### src/rtl/clint_timer.sv
// -----------------------------------------------------------------------------
// clint_timer -- core-local interruptor (CLINT)
//
// Generates the machine software interrupt (IRQ3, from msip[0]) and the machine
// timer interrupt (IRQ7, mtime >= mtimecmp) for the CSR/exception unit. It is a
// 64 KiB memory-bus slave holding a free-running 64-bit mtime, a 64-bit mtimecmp
// and a 1-bit msip register.
//
// Optional feature macro: CLINT_PRESCALER_EN
//   defined   : mtime ticks once every MTIME_DIV clocks (MTIME_DIV=0 acts as 1)
//   undefined : mtime ticks every clock, MTIME_DIV is ignored
//
// Ports
//   clk      in   1   system clock
//   resetn   in   1   synchronous, active-low reset
//   valid    in   1   bus request, held until ready
//   addr     in   16  byte offset inside the CLINT window ([1:0] ignored)
//   wmask    in   4   byte write strobes, 4'b0000 = read
//   wdata    in   32  write data
//   rdata    out  32  read data, valid while ready=1
//   ready    out  1   one-cycle completion pulse
//   IRQ3     out  1   machine software interrupt
//   IRQ7     out  1   machine timer interrupt
//   mtime_o  out  64  current mtime
// -----------------------------------------------------------------------------
module clint_timer #(
    parameter logic [15:0] MTIME_DIV = 16'd1
) (
    input  logic        clk,
    input  logic        resetn,
    input  logic        valid,
    input  logic [15:0] addr,
    input  logic [3:0]  wmask,
    input  logic [31:0] wdata,
    output logic [31:0] rdata,
    output logic        ready,
    output logic        IRQ3,
    output logic        IRQ7,
    output logic [63:0] mtime_o
);

    localparam int unsigned DATA_W = 32;
    localparam int unsigned TIME_W = 64;
    localparam int unsigned WORD_W = 14;

    // Word offsets (byte offset >> 2) of the register map
    localparam logic [WORD_W-1:0] A_MSIP     = 14'h0000;
    localparam logic [WORD_W-1:0] A_CMP_LO   = 14'h1000;
    localparam logic [WORD_W-1:0] A_CMP_HI   = 14'h1001;
    localparam logic [WORD_W-1:0] A_MTIME_LO = 14'h2FFE;
    localparam logic [WORD_W-1:0] A_MTIME_HI = 14'h2FFF;

    typedef enum logic {
        S_IDLE = 1'b0,
        S_RESP = 1'b1
    } state_e;

    state_e              state_q;
    logic                msip_q;
    logic                msip_d;
    logic [TIME_W-1:0]   mtimecmp_q;
    logic [TIME_W-1:0]   mtimecmp_d;
    logic [TIME_W-1:0]   mtime_q;
    logic [TIME_W-1:0]   mtime_d;
    logic [DATA_W-1:0]   rdata_q;
    logic                ready_q;
    logic                irq3_q;
    logic                irq7_q;

    logic                txn_c;
    logic                tick_c;
    logic [WORD_W-1:0]   word_c;
    logic [DATA_W-1:0]   rd_c;
    logic                unused_addr_c;

    assign unused_addr_c = ^addr[1:0];
    assign word_c        = addr[15:2];

    // A request is accepted only when the bus FSM is idle
    assign txn_c = (state_q == S_IDLE) && valid;

    // Byte-strobe merge of new data over an old 32-bit word
    function automatic logic [DATA_W-1:0] merge_bytes(
        input logic [DATA_W-1:0] old_v,
        input logic [DATA_W-1:0] new_v,
        input logic [3:0]        mask
    );
        logic [DATA_W-1:0] res;
        res = old_v;
        for (int b = 0; b < 4; b++) begin
            if (mask[b]) begin
                res[b*8 +: 8] = new_v[b*8 +: 8];
            end
        end
        return res;
    endfunction

`ifdef CLINT_PRESCALER_EN
    // Prescaler: counts 0..DIV_EFF-1, mtime ticks on the wrap back to 0
    localparam logic [15:0] DIV_EFF = (MTIME_DIV == 16'd0) ? 16'd1 : MTIME_DIV;

    logic [15:0] presc_q;
    logic [15:0] presc_d;

    assign tick_c  = (presc_q == (DIV_EFF - 16'd1));
    assign presc_d = tick_c ? 16'd0 : (presc_q + 16'd1);

    always_ff @(posedge clk) begin
        if (!resetn) begin
            presc_q <= 16'd0;
        end else begin
            presc_q <= presc_d;
        end
    end
`else
    logic unused_div_c;

    assign unused_div_c = ^MTIME_DIV;
    assign tick_c       = 1'b1;
`endif

    // Read mux and next-state of the registers; bus writes override the tick per byte
    always_comb begin
        msip_d     = msip_q;
        mtimecmp_d = mtimecmp_q;
        mtime_d    = tick_c ? (mtime_q + 64'd1) : mtime_q;
        rd_c       = '0;

        case (word_c)
            A_MSIP:     rd_c = {31'd0, msip_q};
            A_CMP_LO:   rd_c = mtimecmp_q[31:0];
            A_CMP_HI:   rd_c = mtimecmp_q[63:32];
            A_MTIME_LO: rd_c = mtime_q[31:0];
            A_MTIME_HI: rd_c = mtime_q[63:32];
            default:    rd_c = '0;
        endcase

        if (txn_c) begin
            case (word_c)
                A_MSIP: begin
                    if (wmask[0]) begin
                        msip_d = wdata[0];
                    end
                end
                A_CMP_LO:   mtimecmp_d[31:0]  = merge_bytes(mtimecmp_q[31:0], wdata, wmask);
                A_CMP_HI:   mtimecmp_d[63:32] = merge_bytes(mtimecmp_q[63:32], wdata, wmask);
                A_MTIME_LO: mtime_d[31:0]     = merge_bytes(mtime_d[31:0], wdata, wmask);
                A_MTIME_HI: mtime_d[63:32]    = merge_bytes(mtime_d[63:32], wdata, wmask);
                default: ;
            endcase
        end
    end

    // Registers, interrupt outputs and the two-state bus FSM
    always_ff @(posedge clk) begin
        if (!resetn) begin
            state_q    <= S_IDLE;
            msip_q     <= 1'b0;
            mtimecmp_q <= '1;
            mtime_q    <= '0;
            rdata_q    <= '0;
            ready_q    <= 1'b0;
            irq3_q     <= 1'b0;
            irq7_q     <= 1'b0;
        end else begin
            msip_q     <= msip_d;
            mtimecmp_q <= mtimecmp_d;
            mtime_q    <= mtime_d;
            irq3_q     <= msip_d;
            irq7_q     <= (mtime_d >= mtimecmp_d);
            ready_q    <= 1'b0;

            case (state_q)
                S_IDLE: begin
                    if (valid) begin
                        rdata_q <= rd_c;
                        ready_q <= 1'b1;
                        state_q <= S_RESP;
                    end
                end
                S_RESP: begin
                    state_q <= S_IDLE;
                end
                default: begin
                    state_q <= S_IDLE;
                end
            endcase
        end
    end

    assign rdata   = rdata_q;
    assign ready   = ready_q;
    assign IRQ3    = irq3_q;
    assign IRQ7    = irq7_q;
    assign mtime_o = mtime_q;

endmodule

### config.mk
export PLATFORM = sky130hd
export DESIGN_NAME = clint_timer
export DESIGN_NICKNAME = d
export VERILOG_FILES = /design/src/rtl/clint_timer.sv
export SDC_FILE = /design/constraint.sdc
export NUM_CORES = 1
export LEC_CHECK = 0
export ABC_AREA = 1
export ABC_CLOCK_PERIOD_IN_PS = 7800
export CELL_PAD_IN_SITES_DETAIL_PLACEMENT = 1
export CELL_PAD_IN_SITES_GLOBAL_PLACEMENT = 2
export CORE_ASPECT_RATIO = 2
export CORE_MARGIN = 10
export CORE_UTILIZATION = 37
export CTS_CLUSTER_DIAMETER = 50
export DETAILED_ROUTE_END_ITERATION = 12
export DONT_BUFFER_PORTS = 1
export PLACE_DENSITY = 0.88
export SETUP_SLACK_MARGIN = 0.5
export SLEW_MARGIN = 25
export SYNTH_ARGS = -nofsm -noshare
export SYNTH_HDL_FRONTEND = slang
export SYNTH_SLANG_ARGS = --single-unit
### constraint.sdc
create_clock -name clk -period 7.8 [get_ports clk]
set_input_delay 0.78 -clock clk [delete_from_list [all_inputs] [get_ports clk]]
set_output_delay 0.78 -clock clk [all_outputs]
set_load 0.05 [all_outputs]
Word-level counts from Yosys, hierarchy flattened
Index checks and enable logic that the tools add are counted.
W data, S select, Z words.
{"block": "op_classes", "n_bitwise": 2, "addsub": 1, "eq_ne": 4, "n_lt_le_gt_ge": 1, "reduce_logical": 5, "n_mux": 25}
{"operator": "$pmux W32 S5", "n": 1}
{"operator": "$mux W32", "n": 4}
{"operator": "$mux W64", "n": 2}
{"operator": "$mux W8", "n": 16}
{"operator": "$add A64 B1 Y64 const B", "n": 1}
{"operator": "$ge A64 B64 Y1", "n": 1}
{"operator": "$eq A14 B13 Y1 const B", "n": 2}
{"operator": "$eq A14 B14 Y1 const B", "n": 2}
{"operator": "$logic_not A14 Y1", "n": 1}
{"operator": "$reduce_and A3 Y1", "n": 1}
{"operator": "$not A1 Y1", "n": 2}
{"operator": "$pmux W1 S2", "n": 1}
{"operator": "$reduce_and A2 Y1", "n": 1}
{"operator": "$reduce_or A2 Y1", "n": 1}
{"operator": "$logic_and A1 B1 Y1", "n": 1}
{"operator": "$mux W1", "n": 1}
{"block": "totals", "inputBits": 55, "wordCells": 45, "regBits": 164, "output_inout_bits": 99}

Longest topological paths before layout
Gate-level depths: netlist of run 1.
{"block": "logic_depth", "ltp_word": 5, "depth_mapped": 24}

Least setup slack after synthesis of run 1
Ideal clock, no wire load.
{"block": "synth_path", "path_kind": "flip-flop to flip-flop", "start": "register mtime_q[1], in the netlist mtime_o[1]", "end": "register irq7_q, in the netlist IRQ7", "path_slack_ps": 4752, "period_less_slack_ps": 3048, "n_path_buf": 0, "stages_incl_launch_ff": 17, "arrival_ps": 2978, "path_cell_list": "dfxtp_1 -> ha_1 -> nand2_1 -> nor2_4 -> nand3_1 -> nor2_2 -> nand2_1 -> nor2_1 -> nand3_1 -> nand3_1 -> nand2_1 -> ha_1 -> nand2_1 -> nor4_1 -> nor2b_1 -> nand2_1 -> a21oi_1"}
{"block": "synth_between", "elab_chain_cells": 5, "elab_cells_between_ends": 13}
{"item": "from (decl)", "line": "63", "source": "logic [TIME_W-1:0] mtime_q;"}
{"item": "from (signal assigned)", "line": "168", "source": "mtime_q <= mtime_d;"}
{"item": "$add A64 B1 Y64 *", "line": "126", "source": "mtime_d = tick_c ? (mtime_q + 64'd1) : mtime_q;"}
{"item": "$mux W8", "line": "91", "source": "if (mask[b]) begin"}
{"item": "$mux W32", "line": "139", "source": "case (word_c)"}
{"item": "$mux W64 *", "line": "138", "source": "if (txn_c) begin"}
{"item": "named net mtime_d[54]", "line": "64", "source": "logic [TIME_W-1:0] mtime_d;"}
{"item": "$ge A64 B64 Y1 *", "line": "170", "source": "irq7_q <= (mtime_d >= mtimecmp_d);"}
{"item": "to (signal assigned)", "line": "170"}
{"item": "to (decl)", "line": "68", "source": "logic irq7_q;"}
Mark *: on every way through the listed nets, which the timed path passes. The rest lies on a longest branch.
A chain may end at the register's enable or synchronous reset.

Final worst setup path of run 1
{"block": "layout_path", "start": "register mtime_q[2], in the netlist mtime_o[2]", "end": "register irq7_q, in the netlist IRQ7"}
Same word-level chain as after synthesis.

==> run metrics, run 1 <==
status complete, no violations; fraction of final layout cells with drive strength greater than 1 5.11%; Fmax 0.220 GHz; Seq/Total Area, Yosys 30.4%; mux contribution to synthesized area 0.559%; I/O pin count 154; DRT Pass-1 Iters 7; combinational family with the most area after synthesis simple AND/OR/NAND/NOR gates; most frequent cells in the layout 473 x nand2_1, 204 x nor2_1, 186 x nand3_1; Power Total 0.00187 W; CTS Root Cell clkbuf_16; # clock sinks 163; HP Class in2reg; Synth Instances 1697; vias 11800; GPL Wtd Cong 0.993; drt first-iter violations 580; crit path launch type register; first-pass GRT wire length 75500 um; TNS Setup 0 ns; Yosys warnings 0; Max-slew headroom 38.8%; CTS tree built; PostCTS Resize Cnt 0; clock skew 0.00660 ns; CTS H-Tree Depth 4; top post-synthesis cells by area dfxtp_1 30%, nand2_1 17%, nand3_1 8.7%; crit-path most repeated cell nand2_1; drc violations 0; die area 36700 sq um; Mean Syn Cell Area 6.33 sq um; number of synthesized register bits 163; via/cell ratio 5.77; largest net degree at the start of global routing 83; final hold violation count 0; clock share of power 51.6%; post-synth top area share 30.4%; reg2reg start mtime_o[2]; area leader, netlist dfxtp_1; Netlist Area Pre-Place 10800 sq um; Pleak 5.09 nW; WP data arrival 4.94 ns; routed wire length per instance 25.0 um; Int Pwr 0.00142 W; Yosys cell types 35; Syn Nets 1817; Detail Placement HPWL 39900 um; antenna cells 0; slowest stage delay, CP 0.75 ns; Tcrit/Tclk final 58.3%; worst slew pin tran 0.917 ns; complex-gate fraction of the synthesized area 10.5%; Worst Slack Setup Final 3.25 ns; Logic pwr share 3.2%; Crit path buffers/inverters 1; Worst-path clk slew 0.07 ns; die height 261 um; Top Family by Delay on Critical Path simple AND/OR/NAND/NOR gates; cts bufs inserted 17; Synth Area in Adders 7.57%; Starting Density 37.4%; # fillers 3818; commonest non-fill, non-tap cell in the layout nand2_1; Pwr Density 159 nW/um^2; # rows 88; DIE WIDTH 141 um; Max Slew Vio Count 0; critical path data required time 8.19 ns; Layout area overhead 9.22%; worst skew pair latency 0.47 ns; Post-CTS Repair Setup Buffers 0; simple logic cell fraction of the synthesized area 40.2%; Max clock buf depth 2; Port Buf Inserts 0; gr usage total 27.1%; Tmin final 4.55 ns; Routed Antenna Nets 0; vias in the first global route 12500; worst setup path startpoint mtime_o[2]; Worst Setup Path Type reg2reg; CP cell instances nand3_1 > nor2_1 > nand3_1 > nor2_1 > nand2_1 > nor2_1 > nand2_1 > nand2_1 > nand2_1 > nand2_1 > inv_1 > ha_1 > nand4_1 > nor2_1 > nand4_1 > nor2b_1 > nand2_1 > a21oi_1; CP max FO 6; hold slack 0.385 ns; CP endpoint kind register; Flop pwr share 45.2%; Max rail drop VDD 0.000141 V; Core ar. 28700 sq um; RSZ-0062 raised after global routing false; slowest cell on the critical path dfxtp_1; final setup fails 0; Max-Cap Viols 0; Hold-fix buffers, CTS 0; dpl ws 2.99 ns; placed insts 2010; Psw 0.000449 W; Hold Path Origin resetn; Post-Layout Cell Count 2043; Synth Area in XOR/XNOR 2.53%; WL final 51000 um; initial antenna violation count 0; sw frac 24.1%; nets@finish 1790; total gr overflow 0
-- cell type report --
class	instances	area, sq um	area share [%]
multi-input cells	1303	6610	56.3
flip-flops and latches	163	3260	27.8
inverters	171	643	5.48
clock buffers	21	480	4.09
well taps	360	450	3.84
clock inverters	11	174	1.48
repair buffers	14	118	1.00
-- final timing paths --
path,depth (start not counted),endpoint,slack (ns)
setup / recovery,18,IRQ7,3.25
hold / removal,1,mtimecmp_q[6],0.39
setup reg to reg,18,IRQ7,3.25
hold reg to reg,2,mtimecmp_q[4],0.51
-- flip-flops by register name (all words and copies together) (netlist names) --
signal	cells
IRQ3	1
rdata	32
mtimecmp_q	64
state_q	1
mtime_o	64
IRQ7	1
-- worst register-to-register path, stage by stage (launching register included) --
cell     delay (ns)
dfxtp_1        0.75
nand3_1        0.37
nor2_1         0.32
nand3_1        0.37
nor2_1         0.44
nand2_1        0.30
nor2_1         0.16
nand2_1        0.06
nand2_1        0.09
nand2_1        0.05
nand2_1        0.08
inv_1          0.05
ha_1           0.28
nand4_1        0.18
nor2_1         0.31
nand4_1        0.29
nor2b_1        0.18
nand2_1        0.06
a21oi_1        0.13
-- metrics by stage --
stage / cell area [sq um] / util (%)
after floorplan: 10800 / -
after global placement: 11100 / 38.5
after detailed placement: 11100 / 38.5
after CTS: 11700 / 40.8
after global routing: 11700 / 40.9
final: 11700 / 40.9
-- cell usage after synthesis --
cell        n
and2_1      4
dfxtp_1   163
o22ai_1    53
nor2_2      8
nand2_2     2
nor3_2      2
a21o_1      4
nor4_1      1
xnor2_1    12
clkbuf_1   45
inv_2       5
o21bai_1    4
o21ai_1     1
nor3_4      2
buf_1       6
nor2_1    206
or2_1       1
a21boi_1    1
ha_1       65
mux2i_1     6
nor3_1     30
xor2_1     19
nand3_1   186
buf_6       2
nand4_1    63
nand2_1   473
buf_2       7
or2_2      10
nor2b_1     1
o21ai_0    56
inv_1     166
nor2_4      7
a211oi_1    1
a21oi_1    81
o21a_1      4
-- routing by layer --
layer	wire length [um]	track usage [%]	share of wire [%]	vias to the layer above
li1	-	-	-	5564
met1	16400	23.4	32	5699
met2	28500	52.7	56	358
met3	2330	5.86	4.6	169
met4	3760	19.8	7.4	0
met5	0	0	0	-
-- kinds of logic (layout without fill, tap and decap cells) --
| group | after synthesis | count (layout) |
|---|---|---|
| multiplexers | 6 | 6 |
| flip-flops | 163 | 163 |
| adder cells (fa/ha/maj) | 65 | 65 |
| buffers and inverters | 231 | 217 |
| XOR/XNOR | 31 | 31 |
| AO/OA/AOI/OAI | 205 | 205 |
| AND/OR/NAND/NOR | 996 | 996 |
-- power groups by stage --
stage	logic, W	registers, W	clock network [W]
6_report	0.0000605	0.000843	0.000962
2_1_floorplan	0.0000437	0.000861	0
3_5_place_dp	0.0000601	0.000862	0
4_1_cts	0.0000603	0.000843	0.000972
5_1_grt	0.0000663	0.000843	0.00101
3_3_place_gp	0.0000588	0.000863	0
(Power assumes the default switching activity.)
==> run 2, diff against run 1 <==
Settings changed: ABC_CLOCK_PERIOD_IN_PS 7800 to 4360, CORE_UTILIZATION 37 to 35, PLACE_DENSITY 0.88 to 0.84.
Clock period 7.8 ns to 4.36 ns, I/O delays scaled along.
==> run 2 against run 1 <==
Clock skew increased by 0.0035 ns. Core utilization about the same. Die area is 5.1% higher. Worst setup slack lost 2.6 ns. Routed wire length increased by 3.4%. Count of clock-buffer cells in the layout is 1 lower. Non-clock buffer count up 87. Cell count rose by 4.6%. Sequential power rose by 78%. Critical path type unchanged. Total power grew 72%. Maximum frequency grew 23%. Critical path depth unchanged. Critical endpoint unchanged.
==> run metrics, run 2 (same netlist as run 1, synthesis figures left out) <==
status complete, no violations (unchanged); worst skew pair latency 0.47 ns (about the same); Tcrit/Tclk final 84.9% (was 58.3%); critical path data required time 4.76 ns (was 8.19 ns); Fmax 0.270 GHz (was 0.220 GHz); CTS Root Cell clkbuf_16 (unchanged); reg2reg start mtime_o[20] (was mtime_o[2]); CP endpoint kind register (unchanged); most frequent cells in the layout 471 x nand2_1, 196 x nor2_1, 184 x nand3_1 (was 473 x nand2_1, 204 x nor2_1, 186 x nand3_1); GR peak layer met2 (unchanged); DRT Pass-1 Iters 4 (was 7); Max Slew Vio Count 0 (unchanged); # fillers 4024 (was 3818); initial antenna violation count 1 (was 0); Detail Placement HPWL 42800 um (was 39900 um); CTS tree built (unchanged); die height 268 um (was 261 um); Max rail drop VDD 0.000284 V (was 0.000141 V); Worst Setup Path Type reg2reg (unchanged); nets@finish 1877 (was 1790); Max-slew headroom 54.5% (was 38.8%); largest net degree at the start of global routing 72 (was 83); crit-path most repeated cell nand2_1 (unchanged); HP Class in2reg (unchanged); Max clock buf depth 2 (unchanged); CP max FO 5 (was 6); Post-CTS Repair Setup Buffers 0 (unchanged); Starting Density 35.5% (was 37.4%); Tmin final 3.70 ns (was 4.55 ns); worst slew pin tran 0.680 ns (was 0.917 ns); Port Buf Inserts 0 (unchanged); via/cell ratio 5.61 (was 5.77); met1 Use GR 24.6% (was 23.4%); slowest stage delay, CP 0.52 ns (was 0.75 ns); final hold violation count 0 (unchanged); Core Util, Final 40.9% (about the same); drt first-iter violations 649 (was 580); CP cell instances nand2_1 > nor2_1 > nand2_1 > nor2_1 > nand3_1 > nand2_1 > nand2_1 > nand2_1 > inv_1 > ha_1 > a21oi_1 > o21ai_0 > nand2_1 > nand2_1 > nand2_1 > nand2_1 > a21oi_1 > a21oi_1 (was nand3_1 > nor2_1 > nand3_1 > nor2_1 > nand2_1 > nor2_1 > nand2_1 > nand2_1 > nand2_1 > nand2_1 > inv_1 > ha_1 > nand4_1 > nor2_1 > nand4_1 > nor2b_1 > nand2_1 > a21oi_1); TNS Setup 0 ns (unchanged); Layout area overhead 15.3% (was 9.22%); WL final 52700 um (was 51000 um); # clock sinks 163 (unchanged); Core ar. 30300 sq um (was 28700 sq um); slowest cell on the critical path dfxtp_1 (unchanged); DIE WIDTH 144 um (was 141 um); Max-Cap Viols 0 (unchanged); crit path launch type register (unchanged); gr usage total 27.4% (was 27.1%); routing usage on met2 52.8% (was 52.7%); vias 12000 (was 11800); Pwr Density 260 nW/um^2 (was 159 nW/um^2); first-pass GRT wire length 77800 um (was 75500 um); Worst-path clk slew 0.07 ns (about the same); drc violations 0 (unchanged); # rows 90 (was 88); commonest non-fill, non-tap cell in the layout nand2_1 (unchanged); fraction of final layout cells with drive strength greater than 1 10.5% (was 5.11%); Pleak 5.52 nW (was 5.09 nW); met3 usage 4.76% (was 5.86%); CTS H-Tree Depth 4 (unchanged); vias in the first global route 12700 (was 12500); worst setup path startpoint mtime_o[20] (was mtime_o[2]); hold slack 0.0357 ns (was 0.385 ns); clock skew 0.0101 ns (was 0.00660 ns); routed wire length per instance 24.7 um (was 25.0 um); cts bufs inserted 17 (unchanged); Hold Path Origin resetn (unchanged); WP data arrival 4.10 ns (was 4.94 ns); I/O pin count 154 (unchanged); Power Total 0.00322 W (was 0.00187 W); total gr overflow 0 (unchanged); RSZ-0062 raised after global routing false (unchanged); GPL Wtd Cong 1.02 (was 0.993); final setup fails 0 (unchanged); Routed Antenna Nets 0 (unchanged); die area 38600 sq um (was 36700 sq um)
[run 2: final cells by class]
cell class / instances / area [sq um] / area share (%)
sequential: 163 / 3260 / 26.3
clock inverter: 10 / 134 / 1.08
clock buffer: 20 / 447 / 3.60
multi-input combinational: 1303 / 6680 / 53.9
antenna: 1 / 2.50 / 0.0202
inverter: 171 / 643 / 5.19
tap: 368 / 460 / 3.72
timing repair buffer: 101 / 762 / 6.15
[run 2: worst max-delay path: cells and delay by family (launching register included)]
kind | cells | cell delay, ns
AND/OR/NAND/NOR | 12 | 2.04
flip-flops | 1 | 0.52
adder cells (fa/ha/maj) | 1 | 0.29
buffers and inverters | 1 | 0.05
AO/OA/AOI/OAI | 4 | 0.73
[run 2: report_power, final]
part / leakage, nW / total, W / internal (W) / switching, W
Sequential: 1.32 / 0.00150 / 0.00149 / 0.00000808
Combinational: 3.92 / 0.000127 / 0.0000273 / 0.000100
Clock: 0.282 / 0.00159 / 0.000906 / 0.000683
Total: 5.52 / 0.00322 / 0.00242 / 0.000792
[run 2: stage by stage]
| stage | setup slack [ns] | cells | instance area (sq um) |
|---|---|---|---|
| after CTS | 0.523 | 2136 | 12300 |
| final | 0.659 | 2137 | 12400 |
| after global placement | 0.549 | 2106 | 11700 |
| after global routing | 0.506 | 2137 | 12400 |
| after floorplan | 1.31 | 1697 | 10800 |
| after detailed placement | 0.483 | 2106 | 11700 |
[run 2: worst paths after layout]
kind | to | slack (ns) | cells past startpoint
hold / removal | mtimecmp_q[41] | 0.04 | 1
hold reg to reg | mtimecmp_q[4] | 0.50 | 2
setup / recovery | IRQ7 | 0.66 | 18
setup reg to reg | IRQ7 | 0.66 | 18
[run 2: per-layer routing]
layer / routed length (um) / part of all wire (%)
met1: 17200 / 33
met2: 29500 / 56
met3: 2160 / 4.1
met4: 3840 / 7.3
met5: 0 / 0
[run 2: timing repair]
action                                  4_1_cts  5_1_grt
cloned                                        0        0
hold buffers                                  0        0
gates resized for setup                       4       15
pin swaps                                     0        1
endpoints found under the setup margin        1        1
